<file path="config.mk">
export PLATFORM = sky130hd
export DESIGN_NAME = cond_ctl_seq
export DESIGN_NICKNAME = d
export VERILOG_FILES = /design/src/rtl/cond_ctl_pkg.sv /design/src/rtl/cond_ctl_sync.sv /design/src/rtl/cond_ctl_seq.sv
export SDC_FILE = /design/constraint.sdc
export NUM_CORES = 1
export LEC_CHECK = 0
export ABC_AREA = 0
export CORE_MARGIN = 1
export CORE_UTILIZATION = 51
export CTS_CLUSTER_SIZE = 25
export DETAILED_ROUTE_END_ITERATION = 16
export PLACE_DENSITY = 0.77
export SLEW_MARGIN = 10
export SYNTH_ARGS = -nofsm -noshare
export SYNTH_HDL_FRONTEND = slang
export SYNTH_HIERARCHICAL = 1
export SYNTH_SLANG_ARGS = --single-unit
</file>
<file path="constraint.sdc">
create_clock -name clk -period 2.74 [get_ports clk]
set_clock_uncertainty 0.2 [all_clocks]
set_input_delay 0.548 -clock clk [delete_from_list [all_inputs] [get_ports clk]]
set_output_delay 0.548 -clock clk [all_outputs]
set_load 0.005 [all_outputs]
</file>
<file path="src/rtl/cond_ctl_pkg.sv">
// cond_ctl_pkg: shared types for the conditional-sink control sequencer.
package cond_ctl_pkg;
  typedef enum logic [1:0] {IDLE, SETUP, REQ, REL} state_e;
  localparam int SYNC_DEPTH = 2;
endpackage

</file>
<file path="src/rtl/cond_ctl_sync.sv">
// cond_ctl_sync: N-flop async-reset synchronizer for a single-bit level.
module cond_ctl_sync #(
  parameter int N = 2
) (
  input  logic clk,
  input  logic rst,
  input  logic d_i,
  output logic q_o
);
  logic [N-1:0] sync_q;
  always_ff @(posedge clk or negedge rst) begin
    if (!rst) sync_q <= '0;
    else      sync_q <= {sync_q[N-2:0], d_i};
  end
  assign q_o = sync_q[N-1];
endmodule

</file>
<file path="src/rtl/cond_ctl_seq.sv">
// cond_ctl_seq: four-phase keep/drop token sequencer; define COND_CTL_ACK_SYNC_EN to synchronize actl_i.
module cond_ctl_seq
  import cond_ctl_pkg::*;
#(
  parameter int W = 8,
  parameter int C = 16
) (
  input  logic         clk,
  input  logic         rst,
  input  logic         en,
  input  logic [W-1:0] div_i,
  output logic         rctl_o,
  output logic         dctl_o,
  input  logic         actl_i,
  output logic [C-1:0] pass_cnt_o,
  output logic [C-1:0] drop_cnt_o,
  output logic         busy_o
);
  state_e       state_q, state_d;
  logic [W-1:0] d_q, d_d, phase_q, phase_d, div_eff, phase_set, phase_inc;
  logic [C-1:0] pass_q, pass_d, drop_q, drop_d;
  logic         dctl_q, dctl_d, rctl_q, rctl_d, ack_s;

`ifdef COND_CTL_ACK_SYNC_EN
  cond_ctl_sync #(.N(SYNC_DEPTH)) u_sync (
    .clk (clk),
    .rst (rst),
    .d_i (actl_i),
    .q_o (ack_s)
  );
`else
  assign ack_s = actl_i;
`endif

  assign div_eff   = (div_i == '0) ? W'(1) : div_i;
  assign phase_set = (phase_q >= div_eff) ? '0 : phase_q;
  assign phase_inc = phase_q + W'(1);

  always_comb begin
    state_d = state_q;
    d_d     = d_q;
    phase_d = phase_q;
    dctl_d  = dctl_q;
    pass_d  = pass_q;
    drop_d  = drop_q;
    case (state_q)
      IDLE:  state_d = (en && !ack_s) ? SETUP : IDLE;
      SETUP: begin
        d_d     = div_eff;
        phase_d = phase_set;
        dctl_d  = (phase_set == '0);
        state_d = REQ;
      end
      REQ:   state_d = ack_s ? REL : REQ;
      REL: begin
        if (!ack_s) begin
          pass_d  = dctl_q ? pass_q + C'(1) : pass_q;
          drop_d  = dctl_q ? drop_q : drop_q + C'(1);
          phase_d = (phase_inc == d_q) ? '0 : phase_inc;
          state_d = en ? SETUP : IDLE;
        end
      end
      default: state_d = IDLE;
    endcase
    // registered request avoids decode glitches on the handshake wire
    rctl_d = (state_d == REQ);
  end

  always_ff @(posedge clk or negedge rst) begin
    if (!rst) begin
      state_q <= IDLE;
      d_q     <= '0;
      phase_q <= '0;
      dctl_q  <= 1'b0;
      rctl_q  <= 1'b0;
      pass_q  <= '0;
      drop_q  <= '0;
    end else begin
      state_q <= state_d;
      d_q     <= d_d;
      phase_q <= phase_d;
      dctl_q  <= dctl_d;
      rctl_q  <= rctl_d;
      pass_q  <= pass_d;
      drop_q  <= drop_d;
    end
  end

  assign rctl_o     = rctl_q;
  assign dctl_o     = dctl_q;
  assign pass_cnt_o = pass_q;
  assign drop_cnt_o = drop_q;
  assign busy_o     = (state_q != IDLE);
endmodule
</file>
==> impl_metrics.yaml <==
floorplan:
  ios: 47
  die_w_um: 75.8
  dieArea_um2: 5750
  fp.dieH_um: 75.8
  start_util_pct: 53.7
  core_area_um2: 5170
  rows: 26
setup_path:
  setup.worst_path.start: "div_i[7]"
  r2r_start: "phase_q[0]$_DFFE_PN0P_"
  cp-endpoint: "phase_q[1]$_DFFE_PN0P_"
  end_kind: "flop"
  rrSetupSlack_ns: 0.12
  critical_path.max_fanout: 5
  arrival_ns: 2.82
  worstReg2RegEnd: "phase_q[5]$_DFFE_PN0P_"
  cp.required_ns: 2.79
  start_kind: "input port"
  criticalPathCategory: "in -> reg"
  r2r_cells: 8
logic_synthesis:
  post-synth-top-count-cell: "dfrtp_1"
  ys.flop_type: "dfrtp_1"
  synth_commonest_cells: "52 x dfrtp_1, 31 x nand2_1, 27 x xnor2_1"
  synth.area.top_cells: "dfrtp_1 47%, xnor2_1 8.5%, ha_1 5.0%, nand2_1 4.2%, xor2_1 3.2%"
  synth_top_area_share_pct: 46.8
  ys_types: 53
  synth_edf_count: 0
  synth_seq_cells: 52
  ys_seq_area_share_pct: 46.8
  synth_warnings: 6
  synth_top_area_cell: "dfrtp_1"
  synthCells: 269
  syn_area_um2: 2780
  ys_async_sr_fraction_pct: 100
  synth_nets: 292
  synth_area_per_cell_um2: 10.3
cts:
  clk_latency_ns: 0.32
  cts_max_path_buffers: 2
  cts-htree-levels: 2
  tritoncts: "built"
  cts.hold.buffers_added: 0
  cts_root_buffer: "clkbuf_8"
  clk_transition_reported_paths_ns: 0.10
  cts.sinks: 52
  cts_buffers: 5
sta:
  worst_slack_ns: -0.0372
  maxSlewHeadroom_pct: 64.9
  rsz0062_at_grt: "yes"
  hold_viol: 22
  holdWs_ns: -0.0123
  slew_violations: 0
  finalSetupViolations: 3
  setup_tns_ns: -0.0636
  period_minus_slack_ns: 2.78
  worstMarginPinSlew_ns: 0.527
  clock.fmax_mhz: 360
  finalCritPeriodShare_pct: 101
power:
  vdd_drop_max_mv: 0.491
  switching_power_uw: 1060
  finalPower_uw: 2790
  p_seq_share_pct: 44.8
  p_leak_uw: 0.00159
  p_clk_share_pct: 16.6
  comb_power_share_pct: 38.6
  p_per_area_nw_per_um2: 793
  switching_share_pct: 38.1
  p_int_uw: 1720
finish:
  areaGrowthSynthToFinish_pct: 26.3
  num_antenna_cells: 0
  fin_nets: 353
  final_cells: 401
  stdcell_area_um2: 3510
  final_util_pct: 67.9
  drive_gt1_share_pct: 15.4
  fill_cells: 403
detailed_routing:
  vias: 2157
  wl_per_cell_um: 14.2
  routed_via_density: 5.38
  drt_iter0_markers: 137
  drt_pass1_iterations: 4
  routed_wl_um: 5710
  antenna_left: 0
  drc_errors: 0
placement:
  portBuffers: 46
  dpl_cell_area_um2: 3390
  dp_hpwl_um: 4330
  place_congestion: 0.880
  placed_cells: 392
grt:
  grt_max_degree: 25
  overflow: 0
  grt_pass1_vias: 1864
  track_usage_pct: 21.5
  grt_antenna_before_repair: 0
  grt_pass1_wl_um: 8980
job:
  cap_violations: 0
min_path:
  hold_path_class: "in -> async"
outcome:
  failed_checks: "hold timing, setup timing"
  status: "finished with violations"
[power by group through the flow]
stage                     Combinational (µW)  Clock (µW)  Sequential, µW
after global routing                    1200         505            1280
final                                   1080         462            1250
after global placement                  1020           0            1250
after floorplan                          788           0            1130
after CTS                               1080         476            1240
after detailed placement                1050           0            1260
[stage by stage]
step	hold slack (ns)	setup slack [ns]
final	-0.0123	-0.0372
after global routing	0.0236	-0.0910
after CTS	0.00520	-0.0366
after detailed placement	0.273	-0.752
after global placement	0.256	-0.666
after floorplan	0.0524	-0.113
[worst min path at each step]
stage,from,slack (ns),endpoint,depth (start not counted)
after floorplan,rst,0.05,d_q[0]$_DFFE_PN0P_,0
after global placement,drop_cnt_o[15]$_DFFE_PN0P_,0.26,drop_cnt_o[15]$_DFFE_PN0P_,1
after detailed placement,pass_cnt_o[15]$_DFFE_PN0P_,0.27,pass_cnt_o[15]$_DFFE_PN0P_,1
after CTS,rst,0.005,drop_cnt_o[11]$_DFFE_PN0P_,1
after global routing,rst,0.02,drop_cnt_o[11]$_DFFE_PN0P_,1
final,rst,-0.01,pass_cnt_o[12]$_DFFE_PN0P_,1
[registers in the layout, summed over array words and instances, names as in the netlist]
register and count:
d_q 8, dctl_o 1, drop_cnt_o 16, pass_cnt_o 16, phase_q 8, rctl_o 1, state_q 2
[repair_timing]
action	CTS	global route
buffers inserted	0	1
endpoints found under the setup margin	9	8
resized for setup	27	2
pin swaps	6	7
[layout by cell type, fill, tap and decap left out, drive strengths merged, types with 2 or more instances in the layout]
cell type and n:
nor3 5, dlygate4sd2 4, clkdlybuf4s50 37, xnor2 27, and2 3, ha 11, dfrtp 52, nor4 4
inv 18, clkbuf 5, a22o 2, mux2 3, and3 7, nand3 13, nand2 34, nor2 17
o221ai 2, a21o 4, nand2b 2, a311oi 2, o21ai 10, o311ai 3, nand4 10, a21oi 3
xor2 10, a22oi 2, buf 20
[worst max-delay path: stages]
cell      delay (ns)
buf_6           0.10
nor4_4          0.24
a41o_1          0.21
ha_1            0.23
nand2b_1        0.14
a21o_1          0.16
a211o_1         0.25
a221o_1         0.36
o211ai_2        0.22
buf_6           0.15
a22oi_2         0.07
a21oi_1         0.14
[per-layer routing]
metal | up-vias | wire length [µm] | part of all wire [%] | global-route usage [%]
li1 | 1069 | - | - | -
met2 | 56 | 2670 | 47 | 33.2
met4 | 0 | 82 | 1.4 | 7.20
met3 | 8 | 297 | 5.2 | 4.89
met1 | 1024 | 2660 | 47 | 30.0
met5 | - | 0 | 0 | 0
[kinds of logic after synthesis]
family | synth area share [%]
buf+inv | 4.23
xor+xnor | 11.7
flops | 46.8
compound gates | 10.8
mux | 1.58
simple gates | 19.9
fa+ha+maj | 4.95
[final cells by class]
cell class                 instances  area (µm²)  share of cell area, %
multi-input combinational        193        1400                   39.8
timing repair buffer              62         573                   16.3
inverter                          16        60.1                   1.71
sequential                        52        1300                   37.1
clock buffer                       5        68.8                   1.96
clock inverter                     3        25.0                  0.713
tap                               70        87.6                   2.49
(Power assumes the default switching activity.)
==> RTL edit (config.mk and constraints unchanged) <==
Encoding of `state_e`: now one-hot (4 bits for 4 states).
--- a/src/rtl/cond_ctl_pkg.sv
+++ b/src/rtl/cond_ctl_pkg.sv
@@ -1,5 +1,5 @@
 // cond_ctl_pkg: shared types for the conditional-sink control sequencer.
 package cond_ctl_pkg;
-  typedef enum logic [1:0] {IDLE, SETUP, REQ, REL} state_e;
+  typedef enum logic [3:0] {IDLE = 4'b0001, SETUP = 4'b0010, REQ = 4'b0100, REL = 4'b1000} state_e;
   localparam int SYNC_DEPTH = 2;
 endpackage
Check against the original RTL: no difference found for any inputs over 10 cycles, from zero or initial values and one cycle with rst low; not proved beyond that.
==> RTL edit against the original RTL <==
Synthesized area up 7.9%; core utilization rose by 1.0 points; wire length is 13% higher; cell area grew 9.4%; sequential cell count increased by 2; worst hold slack better by 0.29 ns; final cell count is 8.0% higher; worst setup slack better by 0.064 ns; global-route usage up 0.91 points; count of clock-buffer cells in the layout unchanged; critical path depth is 1 lower; critical endpoint is now phase_q[7]; highest routed layer unchanged.
Power is not compared: it rests on default switching activity, and its combinational part moved more than twofold at a synthesized area within 25%.
==> RTL edit: results (changes against the original RTL) <==
Hold path
  – Hold path depth: 1
  – Hold Crit Class: reg -> reg

Layout
  – Buffers, non-clock: 76 (+23%)
  – Non-clock buffering overhead: 0.176 (+0.0133)
  – FF+latch count: 54 (+3.8%)
  – Fillcell total: 435 (+7.9%)
  – # diodes: 0 (unchanged)
  – Multi-input combinational area share: 0.411 (+0.0130)
  – Clock buf/inv share: 0.0254 (-0.00132)
  – Final instance area: 3840 um^2 (+9.4%)
  – #MultiIn Comb: 211 (+9.3%)
  – Inverters: 12 (-4)
  – Nets@finish: 383 (+8.5%)
  – Share of cells above drive strength 1: 0.194 (+0.0398)
  – Fraction of area in registers: 0.352 (-0.0182)

Floorplanning
  – Site Rows: 27 (+3.8%)

Yosys
  – Commonest cells in the netlist: dfrtp_1, nand2_1, xnor2_1
  – Count of cell types in the netlist: 55 (+3.8%)
  – Synthesized net count: 309 (+5.8%)
  – Top post-synthesis cells by area: dfrtp_1, xnor2_1, xor2_1
  – Seq/Total Area, Yosys: 0.451 (-0.0171)

Place
  – Setup WS pre-CTS: -0.615 ns (+0.137 ns)
  – RePlAce Congestion: 0.874 (-0.61%)
  – DP Area: 3670 um^2 (+8.3%)
  – Post-DP HPWL: 4.78 mm (+11%)

Worst setup path
  – Worst-case reg-to-reg path depth: 8 (unchanged)
  – R2R setup slack: 0.20 ns (+0.08 ns)
  – RR Endpoint: phase_q[4]
  – Worst setup endpoint: phase_q[7]
  – Crit-path max FO: 5 (unchanged)
  – Crit path launch: div_i[2]
  – Slowest cell on crit path: a2111oi_4

GRT
  – First-pass GRT wire length: 10.7 mm (+20%)
  – Met1 usage: 0.284 (-0.0157)
  – GR Util All Layers: 0.224 (+0.00914)
  – Number of global-route vias before repair: 2,297 (+23%)
  – Pin count of the biggest net entering global routing: 23 (-8.0%)
  – Met2 usage: 0.370 (+0.0372)
  – GR Util met3: 0.0547 (+0.00571)

Run status
  – Outcome: finished clean

Power
  – Overall power: 1.83 mW
  – VDD IR max: 0.000506 V

STA
  – Least-Margin Pin Slew: 0.523 ns (-0.00374 ns)
  – Tmin final: 2.71 ns (-0.0638 ns)
  – Hold_ws: 0.275 ns (+0.287 ns)

CTS
  – Clk buf depth: 2 (unchanged)
  – CTS root buffer: clkbuf_8
  – CTS resizes: 7 (-74%)
  – Setup Buffers After CTS: 2 (+2)
  – Hold Buf Count CTS: 1 (+1)

Detailed routing
  – Met1 Wirelength: 2.93 mm (+11%)
  – Wire length per cell: 14.9 um (+4.4%)
  – Met2 Wirelength: 3.13 mm (+17%)
  – Via count of the routed design: 2,366 (+9.7%)
  – Iter 0 DRT Violations: 139 (+1.5%)
  – Met3 WL post-DR: 286 um (-3.7%)
-- RTL edit: cell types whose count changed in the layout (fill, tap and decap cells not counted), sizes merged, moves of 4 or more --
cell	before	now
buf	20	30
inv	18	13
nand3	13	9
nor4	4	10
mux2	3	10
xor2	10	16
nand2b	2	7
nand4	10	2
xnor2	27	23
nor3b	1	6
-- RTL edit: per-stage QoR --
| step | instances | TNS [ns] |
|---|---|---|
| finish | 433 | 0 |
| detailed placement | 419 | -4.73 |
| CTS | 430 | -0.0138 |
| global route | 433 | -0.305 |
| global placement | 419 | -4.25 |
| floorplan | 286 | 0 |
-- RTL edit: cell families after synthesis --
logic type | Yosys count | share of synthesized area
xor gates and xnor gates | 39 | 0.114
muxes | 10 | 0.0375
DFF | 54 | 0.451
adders and majority gates | 12 | 0.0492
AOI/OAI and AO/OA | 37 | 0.0951
and+or+nand+nor | 113 | 0.217
buffers and inverters | 21 | 0.0359
